## src/rtl/renode_ahb_pkg.sv

```systemverilog
// Shared AHB-Lite encodings for the Renode bridge blocks.
// This package also holds the per-manager port state used by the two-manager arbiter.
package renode_ahb_pkg;

    typedef enum logic [1:0] {
        HTRANS_IDLE   = 2'b00,
        HTRANS_BUSY   = 2'b01,
        HTRANS_NONSEQ = 2'b10,
        HTRANS_SEQ    = 2'b11
    } htrans_e;

    typedef enum logic {
        HRESP_OKAY  = 1'b0,
        HRESP_ERROR = 1'b1
    } hresp_e;

    typedef enum logic [1:0] {
        Idle    = 2'd0,
        Pending = 2'd1,
        Data    = 2'd2
    } arbiter_port_state_e;

    localparam int unsigned NumManagers = 2;

    // Only NONSEQ and SEQ carry a real transfer; IDLE and BUSY are never queued.
    function automatic logic is_transfer(logic [1:0] trans);
        return (trans == HTRANS_NONSEQ) || (trans == HTRANS_SEQ);
    endfunction

endpackage

```

## src/rtl/renode_ahb_arbiter_port.sv

```systemverilog
// Per-manager input stage: captures an address phase into a hold register,
// stalls the manager until the shared subordinate finishes its data phase.
module renode_ahb_arbiter_port
    import renode_ahb_pkg::*;
#(
    parameter int AddressWidth = 32,
    parameter int DataWidth    = 32
) (
    input  logic                    hclk_i,
    input  logic                    hreset_i,
    input  logic [1:0]              htrans_i,
    input  logic [AddressWidth-1:0] haddr_i,
    input  logic                    hwrite_i,
    input  logic [2:0]              hsize_i,
    input  logic                    grant_i,
    input  logic                    s_hreadyout_i,
    input  logic                    s_hresp_i,
    input  logic [DataWidth-1:0]    s_hrdata_i,
    output logic                    hready_o,
    output logic                    hresp_o,
    output logic [DataWidth-1:0]    hrdata_o,
    output logic                    pending_o,
    output logic                    data_o,
    output logic [AddressWidth-1:0] hold_addr_o,
    output logic                    hold_write_o,
    output logic [2:0]              hold_size_o
);

    arbiter_port_state_e     state_q;
    logic [AddressWidth-1:0] addr_q;
    logic                    write_q;
    logic [2:0]              size_q;
    logic                    capture;

    always_comb begin
        unique case (state_q)
            Pending: hready_o = 1'b0;
            Data:    hready_o = s_hreadyout_i;
            default: hready_o = 1'b1;
        endcase
    end

    assign capture = hready_o && is_transfer(htrans_i);

    always_ff @(posedge hclk_i) begin
        if (hreset_i) begin
            state_q <= Idle;
            addr_q  <= '0;
            write_q <= 1'b0;
            size_q  <= '0;
        end else begin
            if (capture) begin
                addr_q  <= haddr_i;
                write_q <= hwrite_i;
                size_q  <= hsize_i;
            end
            unique case (state_q)
                Idle:    if (capture) state_q <= Pending;
                Pending: if (grant_i) state_q <= Data;
                // Completion and a fresh capture can coincide: pipelined back-to-back.
                Data:    if (s_hreadyout_i) state_q <= capture ? Pending : Idle;
                default: state_q <= Idle;
            endcase
        end
    end

    assign data_o       = (state_q == Data);
    assign pending_o    = (state_q == Pending);
    assign hresp_o      = data_o ? s_hresp_i : HRESP_OKAY;
    assign hrdata_o     = data_o ? s_hrdata_i : '0;
    assign hold_addr_o  = addr_q;
    assign hold_write_o = write_q;
    assign hold_size_o  = size_q;

endmodule

```

## src/rtl/renode_ahb_arbiter.sv

```systemverilog
// Two-manager AHB-Lite arbiter in front of a single subordinate port.
// Round-robin on ties; data-phase signals follow the current data-phase owner.
module renode_ahb_arbiter
    import renode_ahb_pkg::*;
#(
    parameter int AddressWidth = 32,
    parameter int DataWidth    = 32
) (
    input  logic                                 hclk,
    input  logic                                 hreset,
    input  logic [NumManagers-1:0][1:0]          m_htrans,
    input  logic [NumManagers-1:0][AddressWidth-1:0] m_haddr,
    input  logic [NumManagers-1:0]               m_hwrite,
    input  logic [NumManagers-1:0][2:0]          m_hsize,
    input  logic [NumManagers-1:0][DataWidth-1:0] m_hwdata,
    output logic [NumManagers-1:0]               m_hready,
    output logic [NumManagers-1:0]               m_hresp,
    output logic [NumManagers-1:0][DataWidth-1:0] m_hrdata,
    output logic [1:0]                           s_htrans,
    output logic [AddressWidth-1:0]              s_haddr,
    output logic                                 s_hwrite,
    output logic [2:0]                           s_hsize,
    output logic [DataWidth-1:0]                 s_hwdata,
    output logic                                 s_hready,
    output logic                                 s_hmaster,
    input  logic                                 s_hreadyout,
    input  logic                                 s_hresp,
    input  logic [DataWidth-1:0]                 s_hrdata
);

    logic [NumManagers-1:0]                   pending;
    logic [NumManagers-1:0]                   in_data;
    logic [NumManagers-1:0]                   grant;
    logic [NumManagers-1:0][AddressWidth-1:0] hold_addr;
    logic [NumManagers-1:0]                   hold_write;
    logic [NumManagers-1:0][2:0]              hold_size;
    logic                                     issue;
    logic                                     winner;
    logic                                     last_grant_q;

    for (genvar i = 0; i < NumManagers; i++) begin : g_port
        renode_ahb_arbiter_port #(
            .AddressWidth(AddressWidth),
            .DataWidth   (DataWidth)
        ) u_port (
            .hclk_i       (hclk),
            .hreset_i     (hreset),
            .htrans_i     (m_htrans[i]),
            .haddr_i      (m_haddr[i]),
            .hwrite_i     (m_hwrite[i]),
            .hsize_i      (m_hsize[i]),
            .grant_i      (grant[i]),
            .s_hreadyout_i(s_hreadyout),
            .s_hresp_i    (s_hresp),
            .s_hrdata_i   (s_hrdata),
            .hready_o     (m_hready[i]),
            .hresp_o      (m_hresp[i]),
            .hrdata_o     (m_hrdata[i]),
            .pending_o    (pending[i]),
            .data_o       (in_data[i]),
            .hold_addr_o  (hold_addr[i]),
            .hold_write_o (hold_write[i]),
            .hold_size_o  (hold_size[i])
        );
    end

    // A stalled data phase already means s_hreadyout is low, so ready alone gates issue.
    assign issue = (|pending) && s_hreadyout;

    always_comb begin
        if (&pending) winner = ~last_grant_q;
        else          winner = pending[1];
    end

    assign grant = issue ? (winner ? 2'b10 : 2'b01) : 2'b00;

    always_ff @(posedge hclk) begin
        if (hreset)     last_grant_q <= 1'b1;
        else if (issue) last_grant_q <= winner;
    end

    always_comb begin
        s_htrans  = HTRANS_IDLE;
        s_haddr   = '0;
        s_hwrite  = 1'b0;
        s_hsize   = '0;
        s_hmaster = 1'b0;
        if (issue) begin
            s_htrans  = HTRANS_NONSEQ;
            s_haddr   = hold_addr[winner];
            s_hwrite  = hold_write[winner];
            s_hsize   = hold_size[winner];
            s_hmaster = winner;
        end
    end

    always_comb begin
        s_hwdata = '0;
        if (in_data[0])      s_hwdata = m_hwdata[0];
        else if (in_data[1]) s_hwdata = m_hwdata[1];
    end

    assign s_hready = s_hreadyout;

endmodule
```

## config.mk

```make
export PLATFORM = sky130hd
export DESIGN_NAME = renode_ahb_arbiter
export DESIGN_NICKNAME = d
export VERILOG_FILES = /design/src/rtl/renode_ahb_pkg.sv /design/src/rtl/renode_ahb_arbiter_port.sv /design/src/rtl/renode_ahb_arbiter.sv
export SDC_FILE = /design/constraint.sdc
export NUM_CORES = 1
export LEC_CHECK = 0
export BUFFER_PORTS_ARGS = -buffer_cell sky130_fd_sc_hd__clkbuf_2
export CORE_AREA = 2 2 121 123
export CTS_BUF_LIST = sky130_fd_sc_hd__clkbuf_8
export DETAILED_ROUTE_END_ITERATION = 8
export DIE_AREA = 0 0 123 125
export REMOVE_ABC_BUFFERS = 1
export SKIP_LAST_GASP = 1
export SYNTH_ARGS = -nofsm -noshare
export SYNTH_HDL_FRONTEND = slang
export SYNTH_SLANG_ARGS = --single-unit
```

## constraint.sdc

```tcl
create_clock -name hclk -period 1.8 [get_ports hclk]
set_input_delay 0.18 -clock hclk [delete_from_list [all_inputs] [get_ports hclk]]
set_output_delay 0.18 -clock hclk [all_outputs]
set_load 0.01 [all_outputs]
```

; Yosys cells after proc, flatten, opt, wreduce, memory -nomap -nowiden
; Index checks and enable logic that the tools add are counted.
[op_classes]
order_cmp = 1
n_mux = 32
n_reduce_logical = 11
eq_ne = 14
n_bitwise = 1
[ops]
columns = cell, count
row1 = 2-to-1 mux 32 bit, 7
row2 = 2-to-1 mux 2 bit, 9
row3 = "equality test 2 bit, second input constant", 6
row4 = case mux 2 bit (3 select lines), 2
row5 = 2-to-1 mux 1 bit, 9
row6 = 2-to-1 mux 3 bit, 3
row7 = "inequality test 2 bit, second input constant", 4
row8 = AND reduction 3 bit, 2
row9 = "equality test 2 x 1 -> 1 bit, second input constant", 2
row10 = logical NOT 2 bit, 2
row11 = "inequality test 2 x 1 -> 1 bit, second input constant", 2
row12 = case mux 1 bit (2 select lines), 2
row13 = logical AND 1 bit, 3
row14 = logical OR 1 bit, 2
row15 = "less-than comparator 1 x 2 -> 1 bit, second input constant", 1
row16 = AND reduction 2 bit, 1
row17 = OR reduction 2 bit, 1
row18 = NOT 1 bit, 1
[totals]
out_inout_bits = 140
in_bits = 176
register_bits = 77
word_cells = 68

; Logic depth before layout (Yosys ltp)
; Gate-level depths: netlist of the first run.
[depth]
word_depth = 7
ltp_mapped = 5
depth_no_buf = 4

; Cells and area by module
; A second synthesis of the first run with hierarchy kept.
[hier_totals]
hier_cells = 597
area_unflattened_um2 = 5323.9
[by_module_without_submodules]
columns = module, cells_per_inst, seq_area_each_um2, area_each_um2, instances
row1 = renode_ahb_arbiter_port, 206, 760.7, 1969.4, 2
row2 = renode_ahb_arbiter, 185, 20.0, 1385.1, 1

; Worst setup path after synthesis of the first run
; Ideal clock, no wire load.
[synth_timing]
kind = reg-to-output
from = register g_port[1].u_port.state_q[0]
to = output s_haddr[22]
path_slack_ps = 285
arrival_ps = 1335
t_required_ps = 1620
n_path_buf = 1
path_stages_with_launch = 6
path_cell_list = dfxtp_1 -> nor2b_1 -> nand3_1 -> clkinv_1 -> buf_2 -> a22o_1
[synth_via]
elab_chain_cells = 6
elab_cells_between_ends = 8
classes_between = 1 x eq/ne / 4 x mux / 3 x reduce/logical
[synth_lines]
columns = element, line
row1 = start: declaration, renode_ahb_arbiter_port.sv:29  ; arbiter_port_state_e state_q;
row2 = start signal: assignment, renode_ahb_arbiter_port.sv:47  ; state_q <= Idle;
row3 = start signal: assignment, renode_ahb_arbiter_port.sv:58  ; Idle: if (capture) state_q <= Pending;
row4 = start signal: assignment, renode_ahb_arbiter_port.sv:59  ; Pending: if (grant_i) state_q <= Data;
row5 = equality test 2 x 1 -> 1 bit (*), renode_ahb_arbiter_port.sv:68  ; assign pending_o = (state_q == Pending);
row6 = AND reduction 2 bit, renode_ahb_arbiter.sv:71  ; if (&pending) winner = ~last_grant_q;
row7 = 2-to-1 mux 1 bit, renode_ahb_arbiter.sv:71
row8 = 2-to-1 mux 32 bit (implied by the code) (2 in a row), renode_ahb_arbiter.sv:90  ; s_haddr = hold_addr[winner];
row9 = 2-to-1 mux 32 bit (*), renode_ahb_arbiter.sv:88  ; if (issue) begin
row10 = end: declaration, renode_ahb_arbiter.sv:20  ; output logic [AddressWidth-1:0] s_haddr,
; Mark *: on every way between the ends. The rest lies on a longest branch, timed or not. The select of a mux whose other input is x is not followed.

; Worst setup path in the final report of the first run
[layout_timing]
from = register g_port[0].u_port.state_q[1]
to = output s_hwdata[1]
[layout_via]
elab_chain_cells = 2
[layout_lines]
columns = element, line
row1 = start: declaration, renode_ahb_arbiter_port.sv:29
row2 = start signal: assignment, renode_ahb_arbiter_port.sv:47
row3 = start signal: assignment, renode_ahb_arbiter_port.sv:58
row4 = start signal: assignment, renode_ahb_arbiter_port.sv:59
row5 = equality test 2 bit, renode_ahb_arbiter_port.sv:67  ; assign data_o = (state_q == Data);
row6 = 2-to-1 mux 32 bit, renode_ahb_arbiter.sv:99  ; if (in_data[0]) s_hwdata = m_hwdata[0];
row7 = end: declaration, renode_ahb_arbiter.sv:23  ; output logic [DataWidth-1:0] s_hwdata,
; Every way passes these cells.

==> flow_summary.toml, run 1 <==
[worst_setup_path]
rrSetupSlack_ps = 160
cp.required_ps = 1620
crit_path_start_kind = "flop"
rr_worst_depth = 4
cpPeakStageDelay_ps = 330
endpoint = "s_hwdata[1]"
critical-path-slowest-cell = "dfxtp_2"
critPathTopFamily = "buffers and inverters"
cp.arrival_ps = 1720
cp-startpoint = "g_port[0].u_port.state_q[1]"
critPathKind = "reg2out"
r2r_start = "g_port[1].u_port.state_q[1]"
worst_setup_path_end_kind = "output pin"
path_depth = 7
rr_endpoint = "g_port[1].u_port.hold_addr_o[4]"
critical_path_buf_inv_count = 4
critPathMaxFanout = 8
path_cells = "buf_6, nor2b_4, nor2b_4, buf_12, buf_12, a22o_1, buf_6"

[clock_network]
cts_buffer_depth = 2
clock-sinks = 77
clkTransAtPathRegs_ps = 80
cts_hold_buf = 0
htreeDepth = 3
cts_tree = "yes"
numCtsBuffers = 9
insertion_delay_ps = 350
cts-root-buf = "clkbuf_8"

[floorplanning]
start_util = 0.3042
die_h_um = 125
die-area_mm2 = 0.01538
die_w_um = 123
std_cell_rows = 44
io_pins = 316
core_mm2 = 0.01420

[synth]
syn_area_per_cell_um2 = 8.357
synth_area_leaders = "dfxtp_1, mux2i_1, a22o_1"
synth_edf_count = 0
ys_ff_latch = 77
yosys_warnings = 0
synth_common_cells = "nand2_1, dfxtp_1, mux2i_1"
synthesis.area_mm2 = 0.004320
async_flop_share = 0
seq_area_frac_synth = 0.3568
synth_cells = 517
yosysTopAreaCell = "dfxtp_1"
netlist.area_leader.share = 0.3568
ys_types = 29
synthFlopType = "dfxtp_1"
synth_most_common_cell = "nand2_1"

[cells_and_area]
nets = 1003
fin_util = 0.4719
drive_above_1_share = 0.4627
syn2layout_area_growth_pct = 55.14

[detailed_routing]
wl_per_cell_um = 17.17
detail-route-antenna-nets = 0
avgViaCountPerCell = 4.639
num_vias = 4718
drt-total-wl_mm = 17.46
first_pass_iters = 6
drt_iter0_markers = 293
drc = 0

[timing]
maxSlewHeadroom = 0.5321
layout_setup_ws_ps = -104.3
rsz0062_at_grt = "yes"
tightest_slew_ps = 701.9
period_minus_slack_ps = 1904
setup_viol = 65
fin_skew_ps = 11.90
hold_violations = 0
drv_slew = 0
tns_ps = -3653
fin_crit_sh = 1.058
fmax_mhz = 525.1

[global_routing]
grt_pass1_wl_mm = 24.82
grt_use_met2 = 0.3341
grt_use_met1 = 0.2846
grt-ovfl-total = 0
antenna_found_initial = 3
met3_usage = 0.07573
top_usage_layer = "met2"
track_usage = 0.2144
grt_start_max_net_pins = 57
grt_pass1_vias = 4454

[pwr]
total_power_w = 0.004435
power.density_mw_per_mm2 = 661.7
ir_drop_mv = 0.5696
leakage_nw = 3.472

[run]
maxCapViolCount = 0

[run_status]
violations = "setup timing"
status = "finished, violations left"

[worst_hold_path]
holdCritPathClass = "in2reg"

[placed_design]
place_hpwl_mm = 12.93
io_buffers = 312
place_congestion = 0.8751
==> flip-flops by register name (all words and copies together), names as in the netlist <==
name,flops
g_port.u_port.hold_write_o,2
g_port.u_port.state_q,4
g_port.u_port.hold_addr_o,64
last_grant_q,1
g_port.u_port.hold_size_o,6
==> cells by family (layout without fill, tap and decap cells) <==
| kind of cell | after synthesis | after routing | synth area share |
|---|---|---|---|
| other cells | 1 | 2 | 0.0008680 |
| simple gates | 228 | 228 | 0.2476 |
| buf+inv | 58 | 373 | 0.07211 |
| compound gates | 81 | 81 | 0.1558 |
| mux | 72 | 72 | 0.1668 |
| flops | 77 | 77 | 0.3568 |
==> per-stage QoR <==
stage / hold WS [ps] / std cells / worst slack (ps) / instance area [µm²]
finish: 46.98 / 1017 / -104.3 / 6703
global route: 36.51 / 1016 / -179.0 / 6700
detailed placement: 413.8 / 981 / 168.3 / 6093
CTS: 20.48 / 1011 / -94.54 / 6568
floorplan: 249.1 / 465 / -2991 / 4031
global placement: 410.1 / 981 / 152.5 / 6093
==> timing repair <==
item | 4_1_cts | 5_1_grt
gates resized for setup | 25 | 23
setup endpoints to repair | 102 | 136
pin swaps | 35 | 3
gates cloned | 5 | 3
setup buffers | 9 | 2
==> cell type report <==
type                       instances  area (µm²)
clock buffer                      13       178.9
inverter                           6       30.03
fill                            1448        7501
sequential                        77        1550
antenna                            1       2.502
tap                              184       230.2
timing repair buffer             351        2165
multi-input combinational        382        2527
clock inverter                     3       18.77
==> how the worst min path moves through the flow <==
stage | startpoint | endpoint | slack (ps) | cells past startpoint
2_1_floorplan | hreset | g_port[1].u_port.state_q[1] | 250 | 1
3_3_place_gp | m_haddr[40] | g_port[1].u_port.hold_addr_o[8] | 410 | 3
3_5_place_dp | m_haddr[50] | g_port[1].u_port.hold_addr_o[18] | 410 | 3
4_1_cts | m_haddr[21] | g_port[0].u_port.hold_addr_o[21] | 20 | 3
5_1_grt | m_haddr[63] | g_port[1].u_port.hold_addr_o[31] | 40 | 3
6_report | m_haddr[6] | g_port[0].u_port.hold_addr_o[6] | 50 | 3
==> power by group <==
| part | internal [W] | leakage (nW) | switching, W |
|---|---|---|---|
| clock | 0.000648 | 0.0991 | 0.000629 |
| combinational | 0.000627 | 2.74 | 0.000608 |
| sequential | 0.00185 | 0.635 | 0.0000771 |
| total | 0.00312 | 3.47 | 0.00131 |
==> tightest hold or removal path, delay by kind of cell <==
kind | cells | cell delay (ps)
buffers and inverters | 1 | 80
and+or+nand+nor | 1 | 40
muxes | 1 | 50
==> cells in the final DEF (no fill, tap or decap), types with 9 or more instances in the layout <==
cell	Yosys	layout
dfxtp_1	77	72
buf_6	7	12
a22o_1	65	65
and2_1	66	66
clkbuf_2	0	303
buf_4	7	14
clkbuf_8	0	13
nand2_1	144	144
buf_12	0	9
mux2i_1	72	72
==> routing by layer <==
metal  share of wire  routed length, µm
met1            0.45               7812
met2            0.44               7721
met3           0.097               1692
met4           0.012                208
met5          0.0015                 27
Note: power is estimated with default switching activity, not from simulation.
==> inputs of run 2 (changes only) <==
--- a/config.mk
+++ b/config.mk
@@ -5,11 +5,12 @@
 export SDC_FILE = /design/constraint.sdc
 export NUM_CORES = 1
 export LEC_CHECK = 0
+export ABC_CLOCK_PERIOD_IN_PS = 2300
 export BUFFER_PORTS_ARGS = -buffer_cell sky130_fd_sc_hd__clkbuf_2
-export CORE_AREA = 2 2 121 123
+export CORE_AREA = 2 2 124 126
 export CTS_BUF_LIST = sky130_fd_sc_hd__clkbuf_8
 export DETAILED_ROUTE_END_ITERATION = 8
-export DIE_AREA = 0 0 123 125
+export DIE_AREA = 0 0 126 128
 export REMOVE_ABC_BUFFERS = 1
 export SKIP_LAST_GASP = 1
 export SYNTH_ARGS = -nofsm -noshare
==> constraint.sdc (replaced) <==
create_clock -name hclk -period 2.3 [get_ports hclk]
set_input_delay 0.23 -clock hclk [delete_from_list [all_inputs] [get_ports hclk]]
set_output_delay 0.23 -clock hclk [all_outputs]
set_load 0.01 [all_outputs]
==> run 2 against run 1 <==
The run now ends clean. Setup slack better by 270 ps. Worst hold slack better by 36 ps. Count of clock-buffer cells in the layout down 4. Cell area down 6.2%.
==> flow_summary.toml, run 2 (same netlist as run 1, synthesis figures left out) <==
[run_status]
status = "complete, no violations"

[worst_setup_path]
rrSetupSlack_ps = 760
cp.arrival_ps = 1910
critPathMaxFanout = 27
worst_setup_path_end_kind = "output pin"
crit_path_start_kind = "flop"
critical_path_buf_inv_count = 2
rr_worst_depth = 4
cpPeakStageDelay_ps = 460
path_depth = 5
r2r_start = "g_port[1].u_port.state_q[1]"
path_cells = "nor2b_1, o211a_1, buf_12, a22o_1, clkbuf_2"
critPathKind = "reg2out"
cp.required_ps = 2070
cp-startpoint = "g_port[0].u_port.state_q[0]"
critical-path-slowest-cell = "dfxtp_1"
critPathTopFamily = "flip-flops"
endpoint = "s_haddr[2]"
rr_endpoint = "g_port[1].u_port.hold_size_o[0]"

[clock_network]
cts_tree = "yes"
cts-root-buf = "clkbuf_8"
insertion_delay_ps = 360
clock-sinks = 77
clkTransAtPathRegs_ps = 90
htreeDepth = 3
cts_resized = 0
cts_buffer_depth = 2
numCtsBuffers = 9

[cells_and_area]
syn2layout_area_growth_pct = 45.58
largest_register_ffs = 64
final_common_cell = "clkbuf_2"
fin_cells = 999
final_cell_mix = "clkbuf_2, nand2_1, dfxtp_1, mux2i_1, and2_1"
nets = 979
drive_above_1_share = 0.4319

[global_routing]
grt_pass1_wl_mm = 23.72
track_usage = 0.1896
grt_start_max_net_pins = 51
grt-ovfl-total = 0
grt_pass1_vias = 4137
antenna_found_initial = 1

[pwr]
leakage_nw = 3.289
power.density_mw_per_mm2 = 571.2
ir_drop_mv = 0.4132

[placed_design]
place_inst = 979
place_hpwl_mm = 12.76
io_buffers = 312
place_congestion = 0.8168

[worst_hold_path]
holdCritPathClass = "in2reg"

[detailed_routing]
detail-route-antenna-nets = 0
first_pass_iters = 4
drt_iter0_markers = 224
num_vias = 4582
wl_per_cell_um = 16.29
drt-total-wl_mm = 16.27
drc = 0
avgViaCountPerCell = 4.587

[floorplanning]
die-area_mm2 = 0.01613
die_w_um = 126
io_pins = 316
start_util = 0.2907
core_mm2 = 0.01486
die_h_um = 128
std_cell_rows = 45

[timing]
hold_violations = 0
fmax_mhz = 467.8
setup_viol = 0
tightest_slew_ps = 543.2
period_minus_slack_ps = 2138
drv_slew = 0
fin_crit_sh = 0.9295
maxSlewHeadroom = 0.6340
tns_ps = 0
rsz0062_at_grt = "no"
fin_skew_ps = 7.404

[run]
maxCapViolCount = 0
## run 2: repair_timing
item | CTS | global route
hold buffers | 0 | 0
setup endpoints to repair | 0 | 1
buffers inserted | 0 | 1
## run 2: tightest hold or removal path, stage by stage
cell and delay (ps):
clkbuf_2 80, nand2_1 40, mux2i_1 50
## run 2: final cells by class
| type | count | area, µm² |
|---|---|---|
| Clock inverter | 7 | 122.6 |
| Timing Repair Buffer | 327 | 1749 |
| Sequential cell | 77 | 1541 |
| Clock buffer | 9 | 123.9 |
| Fill cell | 1540 | 8574 |
| Inverter | 6 | 25.02 |
| Tap cell | 188 | 235.2 |
| Multi-Input combinational cell | 382 | 2485 |
| Antenna cell | 3 | 7.507 |
## run 2: worst min path at each step
stage                                             endpoint  slack, ps  depth (start not counted)                              from
after global routing       g_port[1].u_port.hold_addr_o[7]         80                          3                       m_haddr[39]
after detailed placement   g_port[1].u_port.hold_addr_o[9]        450                          2   g_port[1].u_port.hold_addr_o[9]
after CTS                 g_port[1].u_port.hold_addr_o[26]         70                          3                       m_haddr[58]
after global placement    g_port[1].u_port.hold_addr_o[10]        440                          2  g_port[1].u_port.hold_addr_o[10]
after floorplan                g_port[1].u_port.state_q[1]        300                          1                            hreset
final                      g_port[0].u_port.hold_addr_o[6]         80                          3                        m_haddr[6]
## run 2: layer usage
layer	share of wire	GRT usage	vias up
met5	0	0	-
met4	0.011	0.04719	0
met3	0.10	0.06594	15
met2	0.45	0.2951	211
met1	0.44	0.2522	2038
li1	-	-	2318
## run 2: power breakdown
group	switching (W)	leakage (nW)	internal (W)
registers	0.0000621	0.633	0.00144
clock network	0.000540	0.116	0.000726
logic	0.000429	2.54	0.000393
## run 2: through the flow
stage | setup WS (ps) | cell area (µm²) | hold WS, ps | power, W | util
5_1_grt | 11.81 | 6282 | 77.52 | 0.003778 | 0.4226
3_3_place_gp | 512.9 | 6028 | 442.1 | 0.002356 | 0.4056
3_5_place_dp | 495.1 | 6028 | 445.8 | 0.002364 | 0.4056
2_1_floorplan | -2491 | 4031 | 299.1 | 0.001971 | -
4_1_cts | 79.52 | 6275 | 71.09 | 0.003635 | 0.4221
6_report | 162.1 | 6290 | 83.26 | 0.003593 | 0.4231
==> inputs of run 3 (changes only) <==
--- a/config.mk
+++ b/config.mk
@@ -5,12 +5,12 @@
 export SDC_FILE = /design/constraint.sdc
 export NUM_CORES = 1
 export LEC_CHECK = 0
-export ABC_CLOCK_PERIOD_IN_PS = 2300
+export ABC_AREA = 1
 export BUFFER_PORTS_ARGS = -buffer_cell sky130_fd_sc_hd__clkbuf_2
-export CORE_AREA = 2 2 124 126
+export CORE_AREA = 2 2 123 125
 export CTS_BUF_LIST = sky130_fd_sc_hd__clkbuf_8
 export DETAILED_ROUTE_END_ITERATION = 8
-export DIE_AREA = 0 0 126 128
+export DIE_AREA = 0 0 125 127
 export REMOVE_ABC_BUFFERS = 1
 export SKIP_LAST_GASP = 1
 export SYNTH_ARGS = -nofsm -noshare
==> run 3 against run 2 <==
Sequential power about the same. Count of clock-buffer cells in the layout unchanged. Largest power group unchanged. Sequential share of layout area up 0.29 points. Final cell count up 23%. Clock power down 14%. Area after synthesis up 0.87%. Utilization up 0.79 points. Critical endpoint is now s_haddr[15].
==> flow_summary.toml, run 3 <==
[run_status]
status = "complete, no violations"

[run]
maxCapViolCount = 0

[floorplanning]
die_w_um = 125
io_pins = 316
die_h_um = 127
start_util = 0.3021
core_mm2 = 0.01442
std_cell_rows = 44
die-area_mm2 = 0.01588

[detailed_routing]
avgViaCountPerCell = 4.303
routed.top_layer = "met4"
detail-route-antenna-nets = 0
num_vias = 5288
drt_iter0_markers = 285
drt-total-wl_mm = 16.15
wl_met2_mm = 7.478
drc = 0
first_pass_iters = 6
met3WireLength_mm = 1.513
wl_per_cell_um = 13.14
met1_length_mm = 6.950

[worst_setup_path]
rr_worst_depth = 7
critical-path-slowest-cell = "dfxtp_1"
critical_path_buf_inv_count = 3
path_cells = "inv_2, nor2_2, nand2_1, nand3_2, buf_8, o22ai_1, clkbuf_2"
critPathKind = "reg2out"
crit_path_start_kind = "flop"
cpPeakStageDelay_ps = 410
critPathTopFamily = "simple AND/OR/NAND/NOR gates"
rr_endpoint = "g_port[0].u_port.state_q[0]"
cp.required_ps = 2070
r2r_start = "g_port[1].u_port.state_q[0]"
worst_setup_path_end_kind = "output pin"
cp-startpoint = "g_port[1].u_port.state_q[0]"
rrSetupSlack_ps = 800
critPathMaxFanout = 35
cp.arrival_ps = 1880

[timing]
period_minus_slack_ps = 2109
tightest_slew_ps = 922.5
setup_viol = 0
hold_violations = 0
fin_crit_sh = 0.9171
rsz0062_at_grt = "no"
maxSlewHeadroom = 0.3843
hold-worst-slack_ps = 90.06
tns_ps = 0
drv_slew = 0
fmax_mhz = 474.1
fin_skew_ps = 12.18

[placed_design]
place_hpwl_mm = 12.31
io_buffers = 312
place_congestion = 0.8397

[synth]
synthesis.area_mm2 = 0.004358
ys_types = 18
synthFlopType = "dfxtp_1"
seq_area_frac_synth = 0.3537
yosysTopAreaCell = "dfxtp_1"
syn_area_per_cell_um2 = 5.727
synth_area_leaders = "dfxtp_1, nand2_1, nor2_1"
synth_common_cells = "nand2_1, nor2_1, inv_1"
synth_edf_count = 0
async_flop_share = 0
ys_ff_latch = 77
yosys_warnings = 0
netlist.area_leader.share = 0.3537
synth_most_common_cell = "nand2_1"
synth_cells = 761

[clock_network]
insertion_delay_ps = 360
htreeDepth = 3
clkTransAtPathRegs_ps = 80
cts_tree = "yes"
clock-sinks = 77
cts-root-buf = "clkbuf_8"
cts_buffer_depth = 2
numCtsBuffers = 9

[cells_and_area]
seq_area_mm2 = 0.001541
syn2layout_area_growth_pct = 42.66
final_cell_mix = "clkbuf_2, nand2_1, nor2_1, inv_1, dfxtp_1"
final_common_cell = "clkbuf_2"
largest_register_ffs = 64
nets = 1217
multi_input_area_mm2 = 0.002126
drive_above_1_share = 0.3282
fillers = 1634
n_antenna_cell = 0

[worst_hold_path]
min_from = "m_haddr[5]"
whs_path_depth = 3
holdCritPathClass = "in2reg"
min_to = "g_port[0].u_port.hold_addr_o[5]"

[global_routing]
grt_start_max_net_pins = 73
grt-ovfl-total = 0
grt_pass1_wl_mm = 24.84
track_usage = 0.1945
grt_pass1_vias = 4608
antenna_found_initial = 0

[pwr]
ir_drop_mv = 0.3365
leakage_nw = 3.865
power.density_mw_per_mm2 = 575.4
run 3: per-layer routing:
metal,vias up,GRT usage
li1,2799,-
met1,2270,0.2521
met2,205,0.3165
met3,14,0.06449
met4,0,0.04379
met5,-,0
run 3: report_power, final:
part	internal (W)	switching, W
Clock	0.000598	0.000492
Combinational	0.000382	0.000606
Sequential	0.00146	0.0000354
Total	0.00244	0.00113
run 3: layout make-up:
class,instances,share of cell area
clock inverters,6,0.01308
inverters,116,0.07003
well taps,184,0.03703
flip-flops and latches,77,0.2479
repair buffers,320,0.2701
clock buffers,9,0.01992
multi-input cells,517,0.3419
run 3: worst register-to-register path: stages (launching register included):
cell and delay, ps:
dfxtp_1 410, inv_2 60, nor2_2 180, nand2_1 200, nand3_2 120, buf_8 260, nand2_1 80, a21oi_1 130
run 3: per-stage QoR:
stage	util	setup WS (ps)	instance area, µm²	total power [W]	instances
after global routing	0.4310	21.17	6217	0.003822	1229
after CTS	0.4305	36.92	6210	0.003620	1229
final	0.4310	190.7	6217	0.003578	1229
after global placement	0.4163	463.9	6005	0.002511	1214
after detailed placement	0.4163	418.7	6005	0.002518	1214
after floorplan	-	-173.2	4103	0.002088	710
run 3: how the worst max path moves through the flow:
stage                  endpoint  slack, ps  cells after the start
global route        s_haddr[11]         20                      7
finish              s_haddr[15]        190                      7
CTS                 s_haddr[15]         40                      7
detailed placement  s_haddr[15]        420                      7
global placement    s_haddr[24]        460                      7
floorplan           m_hrdata[0]       -170                      4
run 3: cell families (layout without fill, tap and decap cells):
logic type,Yosys count,in the layout,synth area share
DFF,77,77,0.3537
other,1,1,0.0008605
and+or+nand+nor,469,469,0.4223
AOI/OAI and AO/OA,47,47,0.06460
buffers and inverters,167,451,0.1585
run 3: timing repair:
item / CTS / global route
hold buffers: 0 / 0
buffers inserted: 0 / 0
hold endpoints to repair: 0 / 0
resized for setup: 0 / 3
endpoints found under the setup margin: 0 / 33
